$ cat src/rtl/io_rail_seq_pkg.sv
// Shared state encoding and parameter helpers for the IO rail switch sequencer.
package io_rail_seq_pkg;

  typedef enum logic [2:0] {
    OFF,
    UP_WAIT,
    UP_GAP,
    ON,
    DN_WAIT,
    DN_GAP,
    FAULT
  } seq_state_t;

  function automatic int idx_width(input int num_rails);
    return (num_rails <= 1) ? 1 : $clog2(num_rails);
  endfunction

  // Sized so the counter can hold the larger of the gap and timeout limits.
  function automatic int cnt_width(input int stagger, input int timeout);
    return $clog2(((stagger > timeout) ? stagger : timeout) + 1);
  endfunction

  function automatic bit params_legal(input int num_rails, input int stagger,
                                      input int timeout, input int sync_stages);
    return (num_rails >= 1) && (num_rails <= 16) && (stagger >= 1) &&
           (sync_stages >= 2) && (timeout > sync_stages);
  endfunction

endpackage

$ cat src/rtl/io_ack_sync.sv
// Multi-bit flop-chain synchroniser for the asynchronous rail-good acknowledges.
module io_ack_sync #(
  parameter int WIDTH  = 1,
  parameter int STAGES = 2
) (
  input  logic             clk,
  input  logic             rst_n,
  input  logic [WIDTH-1:0] d,
  output logic [WIDTH-1:0] q
);

  logic [STAGES-1:0][WIDTH-1:0] chain;

  always_ff @(posedge clk or negedge rst_n) begin
    if (!rst_n) begin
      chain <= '0;
    end else begin
      chain <= {chain[STAGES-2:0], d};
    end
  end

  assign q = chain[STAGES-1];

endmodule

$ cat src/rtl/io_rail_switch_seq.sv
// Staggered power-up / power-down sequencer for switchable IO supply rails,
// with per-step acknowledge timeout and a latched fault that shuts all rails off.
module io_rail_switch_seq
  import io_rail_seq_pkg::*;
#(
  parameter int NUM_RAILS   = 4,
  parameter int STAGGER     = 8,
  parameter int TIMEOUT     = 64,
  parameter int SYNC_STAGES = 2,
  localparam int IDXW       = idx_width(NUM_RAILS)
) (
  input  logic                 clk,
  input  logic                 rst_n,
  input  logic                 req_on_i,
  input  logic [NUM_RAILS-1:0] ack_i,
  input  logic                 clr_fault_i,
  output logic [NUM_RAILS-1:0] en_o,
  output logic                 done_on_o,
  output logic                 done_off_o,
  output logic                 busy_o,
  output logic                 fault_o,
  output logic [IDXW-1:0]      fault_idx_o
);

  localparam int CW = cnt_width(STAGGER, TIMEOUT);
  localparam logic [CW-1:0]   TO_LAST  = CW'(TIMEOUT - 1);
  localparam logic [CW-1:0]   GAP_LAST = CW'(STAGGER - 1);
  localparam logic [CW-1:0]   CNT_MAX  = '1;
  localparam logic [IDXW-1:0] IDX_LAST = IDXW'(NUM_RAILS - 1);

  if (!params_legal(NUM_RAILS, STAGGER, TIMEOUT, SYNC_STAGES)) begin : g_bad_params
    $error("io_rail_switch_seq: illegal parameter combination");
  end

  seq_state_t          state;
  logic [IDXW-1:0]     idx;
  logic [CW-1:0]       cnt;
  logic [NUM_RAILS-1:0] ack_s;
  logic [CW-1:0]       cnt_inc;
  logic [IDXW-1:0]     idx_up;
  logic [IDXW-1:0]     idx_dn;

  io_ack_sync #(
    .WIDTH  (NUM_RAILS),
    .STAGES (SYNC_STAGES)
  ) u_ack_sync (
    .clk   (clk),
    .rst_n (rst_n),
    .d     (ack_i),
    .q     (ack_s)
  );

  assign cnt_inc = (cnt == CNT_MAX) ? cnt : cnt + 1'b1;
  assign idx_up  = idx + 1'b1;
  assign idx_dn  = idx - 1'b1;

  // req_on_i is only looked at in OFF, ON and at gap ends, so a request
  // change during a WAIT never disturbs the enable currently being acknowledged.
  always_ff @(posedge clk or negedge rst_n) begin
    if (!rst_n) begin
      state       <= OFF;
      idx         <= '0;
      cnt         <= '0;
      en_o        <= '0;
      done_on_o   <= 1'b0;
      done_off_o  <= 1'b1;
      busy_o      <= 1'b0;
      fault_o     <= 1'b0;
      fault_idx_o <= '0;
    end else begin
      case (state)
        OFF: begin
          if (req_on_i) begin
            idx        <= '0;
            en_o[0]    <= 1'b1;
            cnt        <= '0;
            busy_o     <= 1'b1;
            done_off_o <= 1'b0;
            state      <= UP_WAIT;
          end
        end

        UP_WAIT: begin
          if (ack_s[idx]) begin
            cnt   <= '0;
            state <= UP_GAP;
          end else if (cnt == TO_LAST) begin
            en_o        <= '0;
            fault_o     <= 1'b1;
            fault_idx_o <= idx;
            busy_o      <= 1'b0;
            cnt         <= '0;
            state       <= FAULT;
          end else begin
            cnt <= cnt_inc;
          end
        end

        UP_GAP: begin
          if (cnt == GAP_LAST) begin
            cnt <= '0;
            if (!req_on_i) begin
              en_o[idx] <= 1'b0;
              state     <= DN_WAIT;
            end else if (idx == IDX_LAST) begin
              busy_o    <= 1'b0;
              done_on_o <= 1'b1;
              state     <= ON;
            end else begin
              idx          <= idx_up;
              en_o[idx_up] <= 1'b1;
              state        <= UP_WAIT;
            end
          end else begin
            cnt <= cnt_inc;
          end
        end

        // Loss of ack_s here is a brown-out indication only; state is held.
        ON: begin
          if (!req_on_i) begin
            idx            <= IDX_LAST;
            en_o[IDX_LAST] <= 1'b0;
            cnt            <= '0;
            busy_o         <= 1'b1;
            done_on_o      <= 1'b0;
            state          <= DN_WAIT;
          end
        end

        DN_WAIT: begin
          if (!ack_s[idx]) begin
            cnt   <= '0;
            state <= DN_GAP;
          end else if (cnt == TO_LAST) begin
            en_o        <= '0;
            fault_o     <= 1'b1;
            fault_idx_o <= idx;
            busy_o      <= 1'b0;
            cnt         <= '0;
            state       <= FAULT;
          end else begin
            cnt <= cnt_inc;
          end
        end

        DN_GAP: begin
          if (cnt == GAP_LAST) begin
            cnt <= '0;
            if (req_on_i) begin
              en_o[idx] <= 1'b1;
              state     <= UP_WAIT;
            end else if (idx == '0) begin
              busy_o     <= 1'b0;
              done_off_o <= 1'b1;
              state      <= OFF;
            end else begin
              idx          <= idx_dn;
              en_o[idx_dn] <= 1'b0;
              state        <= DN_WAIT;
            end
          end else begin
            cnt <= cnt_inc;
          end
        end

        FAULT: begin
          if (clr_fault_i && !req_on_i) begin
            fault_o    <= 1'b0;
            done_off_o <= 1'b1;
            idx        <= '0;
            cnt        <= '0;
            state      <= OFF;
          end
        end

        default: begin
          en_o       <= '0;
          idx        <= '0;
          cnt        <= '0;
          busy_o     <= 1'b0;
          done_on_o  <= 1'b0;
          done_off_o <= 1'b1;
          fault_o    <= 1'b0;
          state      <= OFF;
        end
      endcase
    end
  end

endmodule

$ cat config.mk
export PLATFORM = sky130hd
export DESIGN_NAME = io_rail_switch_seq
export DESIGN_NICKNAME = d
export VERILOG_FILES = /design/src/rtl/io_rail_seq_pkg.sv /design/src/rtl/io_ack_sync.sv /design/src/rtl/io_rail_switch_seq.sv
export SDC_FILE = /design/constraint.sdc
export NUM_CORES = 1
export LEC_CHECK = 0
export ABC_CLOCK_PERIOD_IN_PS = 2300
export CAP_MARGIN = 20
export CORE_ASPECT_RATIO = 0.75
export CORE_MARGIN = 4
export CORE_UTILIZATION = 35
export CTS_BUF_LIST = sky130_fd_sc_hd__clkbuf_2 sky130_fd_sc_hd__clkbuf_4 sky130_fd_sc_hd__clkbuf_8
export DETAILED_ROUTE_END_ITERATION = 8
export PLACE_DENSITY = 0.57
export SETUP_SLACK_MARGIN = 0.3
export SYNTH_ARGS = -nofsm -noshare
export SYNTH_HDL_FRONTEND = slang
export SYNTH_SLANG_ARGS = --single-unit
$ cat constraint.sdc
create_clock -name clk -period 2.3 [get_ports clk]
set_clock_uncertainty 0.2 [all_clocks]
set_input_delay 0.23 -clock clk [delete_from_list [all_inputs] [get_ports clk]]
set_output_delay 0.23 -clock clk [all_outputs]
set_load 0.02 [all_outputs]
[Word-level counts from Yosys, hierarchy flattened]
Index checks and enable logic that the tools add are counted.
Word-level totals
  bits in registers: 30
  latch bits: 0
  bits in writable memories: 0
  ROM bits: 0
  word-level logic and storage cells: 172
  memories kept: 0
Operators by class
  add/subtract/negate cells: 3
  multiply operators: 0
  divide/modulo/power cells: 0
  order comparisons: 6
  eq/ne operators: 25
  shift-type cells: 0
  muxes and demuxes: 84
  bitwise operators: 14
  reduce and logical (&&, ||, !) cells: 27
Operators with widths (number)
  7-bit two-way mux: 8
  7-bit one-hot mux with 6 select lines: 1
  4-bit two-way mux: 9
  3-bit two-way mux: 11
  1-bit two-way mux: 28
  2-bit two-way mux: 13
  2-bit inequality test, second input constant: 13
  3-bit one-hot mux with 7 select lines: 1
  8-bit AND reduction: 2
  1-bit one-hot mux with 6 select lines: 2
  2-bit one-hot mux with 6 select lines: 1
  11-bit AND reduction: 1
  2-bit one-hot mux with 5 select lines: 1
  10-bit AND reduction: 1
  5-bit AND reduction: 2
  3-bit equality test, second input constant: 3
  2-bit by 3-bit < comparator with 1-bit output, second input constant: 3
  4-bit bitwise AND: 2
  1-bit inverter: 8
  4-bit inverter: 2
  4-bit OR: 2
  1-bit one-hot mux with 4 select lines: 2
  2-bit OR reduction: 4
  4-bit OR reduction: 2
  27 further kinds: 37

[Logic depth before layout (Yosys ltp)]
  depth after elaboration: 11
  depth in mapped cells: 8

[Modules after synthesis]
Synthesis repeated with hierarchy kept, for this count alone.
Unflattened totals
  cells, all modules: 224
  area, all modules: 2031.9 um^2
By module, submodules not included
  io_rail_switch_seq: times used 1, cells each 212, area each 1801.7 um^2
  io_ack_sync: times used 1, cells each 12, area each 230.2 um^2

[Worst setup path before layout]
OpenSTA, ideal clock, no wires.
  kind: register -> register
  start: reg idx[0]
  end: reg en_o[1]
  setup time: 0.125 ns
  arrival: 2.219 ns
  required time: 1.975 ns
  setup slack: -0.244 ns
  cell stages (with the launch flop): 6
  path buffers: 0
  path through: dfrtp_1 -> mux4_2 -> nand3b_1 -> a31o_2 -> or3_4 -> mux2_4
Between the ends
  word-level cells in the longest chain between the ends: 11
  elaborated cells between the ends (all ways): 39
  classes of those cells: 2 x add/sub; 6 x order compare; 5 x eq/ne; 15 x mux; 6 x bitwise; 5 x reduce/logical
RTL lines
  start, declared: line io_rail_switch_seq.sv:36  | logic [IDXW-1:0] idx;
  start signal, assigned: line io_rail_switch_seq.sv:110  | idx <= idx_up;
  start signal, assigned: line io_rail_switch_seq.sv:158  | idx <= idx_dn;
  2-bit by 1-bit subtractor with 2-bit output: line io_rail_switch_seq.sv:55  | assign idx_dn = idx - 1'b1;
  2-bit by 3-bit < comparator with 1-bit output (implied by the code) or 2-bit by 1-bit greater-or-equal comparator with 1-bit output (tied branches): line io_rail_switch_seq.sv:159  | en_o[idx_dn] <= 1'b0;
  1-bit logical AND (implied by the code): line io_rail_switch_seq.sv:159
  1-bit two-way mux (implied by the code): line io_rail_switch_seq.sv:159
  1-bit demux with 2-bit select: line io_rail_switch_seq.sv:159
  4-bit inverter (no source line)
  4-bit bitwise AND (no source line)
  4-bit two-way mux: line io_rail_switch_seq.sv:153  | end else if (idx == '0) begin
  4-bit two-way mux: line io_rail_switch_seq.sv:150  | if (req_on_i) begin
  4-bit two-way mux: line io_rail_switch_seq.sv:148  | if (cnt == GAP_LAST) begin
  2-bit one-hot mux with 5 select lines: line io_rail_switch_seq.sv:71  | case (state)
  end signal, assigned: line io_rail_switch_seq.sv:88  | en_o <= '0;
  end signal, assigned by index: line io_rail_switch_seq.sv:151  | en_o[idx] <= 1'b1;
  end signal, assigned by index: line io_rail_switch_seq.sv:159
  end, declared: line io_rail_switch_seq.sv:17  | output logic [NUM_RAILS-1:0] en_o,
Several ways; a longest one is shown, not always the timed one. The select of a mux whose other input is x is not followed.
A chain may end at the register's enable or synchronous reset.

[Worst setup path in the final report]
  start: reg cnt[3]
  end: reg en_o[1]
Between the ends
  word-level cells in the longest chain between the ends: 4
  elaborated cells between the ends (all ways): 9
  classes of those cells: 4 x eq/ne; 4 x mux; 1 x reduce/logical
RTL lines
  start, declared: line io_rail_switch_seq.sv:37  | logic [CW-1:0] cnt;
  start signal, assigned: line io_rail_switch_seq.sv:95  | cnt <= cnt_inc;
  start signal, assigned: line io_rail_switch_seq.sv:115  | cnt <= cnt_inc;
  start signal, assigned: line io_rail_switch_seq.sv:143  | cnt <= cnt_inc;
  7-bit by 6-bit equality test with 1-bit output: line io_rail_switch_seq.sv:87, io_rail_switch_seq.sv:135
  4-bit two-way mux
  4-bit two-way mux (on tied branches)
  2-bit one-hot mux with 5 select lines
  end signal, assigned: line io_rail_switch_seq.sv:88
  end signal, assigned by index: line io_rail_switch_seq.sv:103  | en_o[idx] <= 1'b0;
  end signal, assigned: line io_rail_switch_seq.sv:136  | en_o <= '0;
Several ways; a longest one is shown, not always the timed one. The select of a mux whose other input is x is not followed.

==> summary.txt <==
Place
  – Dpl hpwl: about 4.6 mm
  – Pre-CTS setup slack: -130 ps
  – Placed inst area: between 2000 and 3000 um^2
  – Routability congestion estimate: slightly above 0.9
  – # port buffers: 17

Setup path
  – Cell Chain, Critical Path: or4_4 > or3_4 > a21o_1 > or3_4 > mux2_4
  – CP Max Fanout: 2
  – Max stage delay cell, worst path: or4_4
  – Cell repeated most along the worst path: or3_4
  – WS Path Type: reg2reg
  – Max incr delay on CP: roughly 540 ps
  – CP arrival: 2400 ps
  – Top delay family on crit path: simple AND/OR/NAND/NOR gates
  – Worst path bufs/invs: 0
  – CP Capture Type: flop
  – Worst EP required: between 2000 and 2500 ps
  – Critical path launch point type: flop

STA
  – Final Critical Period: about 2400 ps
  – Least-Margin Pin Slew: 412 ps
  – Final setup violation count: 8
  – Slew HR: between 70% and 80%
  – Max Clk Rate: 411 MHz
  – Worst Slack Setup Final: -134 ps
  – Period Utilization, post-route: 106%
  – Setup TNS: -356 ps
  – Final hold vios: 0
  – RSZ-0062 raised after global routing: true
  – Hold WS: around 140 ps
  – Pins Over Slew Limit: 0

CTS
  – CTS tree: built
  – Num CTS Buffers: 5
  – Root Driver: clkbuf_8
  – Worst skew pair latency: just under 300 ps
  – H-tree depth: 2
  – Longest Clk Path Bufs: 2
  – CTS sink count: 30
  – Clk slew on worst S/H paths: roughly 70 ps

Floorplanning
  – Placeable Area: about 6000 um^2
  – Initial Utilization: between 30% and 40%
  – Die Area: about 7300 um^2
  – Die width: 97.5 um
  – Row cnt: 24
  – Die span in y: 75.2 um
  – Top Ports: 18

Synthesis
  – Post-synth top area share: approximately a third
  – FF+latch count, synth: 30
  – Post-synth EDFFs: 0
  – Area contributors post-synth: dfrtp_1 (34%), o21ai_0 (5.2%), nand2_1 (4.1%)
  – Mapped Area: about 2100 um^2
  – Seq/Total Area, Yosys: 35.7%
  – Synthesis Warnings: 0
  – Synth Area per Inst: 8.66 um^2
  – Syn nets: about 260
  – Cell variety after synth: 64
  – Post-Syn Instances: ~240
  – Area leader, netlist: dfrtp_1
  – Post-synth ARST share: 100%
  – Dominant synthesized flop cell: dfrtp_1

Routing
  – DR DRC count: 0
  – Routed len/inst: 16.9 um
  – First-pass DRT Iterations: 5
  – Vias: roughly 2.2k
  – Final WL: 6.53 mm
  – Via density: approximately 5.6
  – ANT nets after route: 0
  – Iteration-0 DRC Markers: approximately 170

Worst hold path
  – HP Class: in2async

Global routing
  – Grt ovf: 0
  – Largest net degree at the start of global routing: 31
  – First-pass GRT wire length: 10.6 mm
  – Tot GR Track Use: a little under a fifth
  – Initial antenna violation count: 0
  – Vias in the first global route: roughly 2k

Job
  – Max-cap violations: 0

Finish
  – Leading cell type in the layout, fill and taps excluded: buf_4
  – Final nets: 321
  – Area grow syn2layout: 45.1%
  – Leading cell types in the layout, fill and taps excluded: buf_4 (50), dfrtp_1 (26), nand2_1 (23), o21ai_0 (18), clkdlybuf4s50_1 (17)
  – Ant. Diodes: 0
  – FILL cells: between 500 and 600
  – Core Util, Final: between 50% and 60%
  – Layout cell share with drive strength beyond 1: a little under two fifths
  – Final Instance Area: a little over 3000 um^2

Run status
  – Status: finished with violations
  – Failing checks: setup timing

Power
  – PwrDens: 1100 nW/um^2
  – Worst VDD drop: 0.833 mV
  – Static leakage: 0.00132 uW
==> state kept, by name (all words and copies together) (netlist names) <==
signal	cells
fault_idx_o	2
fault_o	1
u_ack_sync.chain	4
cnt	7
u_ack_sync.q	4
busy_o	1
state	3
en_o	4
idx	2
done_on_o	1
done_off_o	1
==> path summary, 6_finish.rpt <==
path                                          startpoint                   endpoint  slack (ps)  cells past startpoint
hold reg to reg            u_ack_sync.chain[1]$_DFF_PN0_  u_ack_sync.q[1]$_DFF_PN0_         150                      0
max in group asynchronous                          rst_n         idx[0]$_DFFE_PN0P_        1430                      2
setup reg to reg                      cnt[3]$_DFFE_PN0P_        en_o[1]$_DFFE_PN0P_        -130                      5
setup / recovery                      cnt[3]$_DFFE_PN0P_        en_o[1]$_DFFE_PN0P_        -130                      5
min in group clk           u_ack_sync.chain[1]$_DFF_PN0_  u_ack_sync.q[1]$_DFF_PN0_         150                      0
hold / removal                                     rst_n         cnt[4]$_DFFE_PN0P_         140                      2
==> layer usage <==
metal  share of wire [%]  vias to the layer above  global-route usage (%)  wire length, um
met5                   0                        -                       0                0
met2                  43                       72                    27.6             2780
met3                 6.7                        8                    3.70              440
met4                0.92                        0                    3.69               60
met1                  50                     1033                    27.4             3250
li1                    -                     1037                       -                -
==> cell type report <==
type                    count  area [um^2]  area share [%]
multi-input cells         189         1450            47.5
flip-flops and latches     30          756            24.7
repair buffers             73          631            20.6
well taps                  78         97.6            3.20
clock buffers               5         68.8            2.25
inverters                   8         30.0           0.983
clock inverters             3         21.3           0.696
==> metrics by stage <==
stage	instances	total power, uW
4_1_cts	382	3200
6_report	386	3370
3_3_place_gp	374	2630
5_1_grt	386	3600
3_5_place_dp	374	2630
2_1_floorplan	243	1880
==> repair_timing <==
item | in CTS | in global routing
setup endpoints to repair | 21 | 21
hold buffers | 0 | 0
buffers inserted | 0 | 4
pin swaps | 4 | 9
resized for setup | 25 | 25
==> cell usage after synthesis (3+ instances only) <==
cell type,number
or3_1,3
mux2_2,3
or2_2,4
o21ai_0,22
a22oi_1,5
nor2_1,17
buf_6,3
a21o_1,3
ha_1,6
dfrtp_1,29
a21oi_1,15
o41ai_1,3
nand3_1,3
nand2b_1,8
nand3b_1,4
nand2_1,23
o31ai_1,7
a21boi_0,3
a31oi_1,4
clkbuf_1,10
o22ai_1,7
inv_1,8
==> power by group <==
part           internal [uW]  switching [uW]
logic                   1050            1110
registers                637             133
clock network            212             229
==> worst register-to-register path: cells and delay by family, from the launching register on <==
family,cells,cell delay (ps)
AOI/OAI and AO/OA,1,180
and+or+nand+nor,3,1260
muxes,1,300
DFF,1,380
==> logic make-up after synthesis <==
family,Yosys count,synth area share (%)
AOI/OAI and AO/OA,95,30.2
and+or+nand+nor,80,20.2
DFF,30,35.7
buffers and inverters,24,5.59
muxes,7,4.34
adders and majority gates,6,3.57
xor gates and xnor gates,1,0.416
No activity file was read; power rests on OpenSTA's default activity.
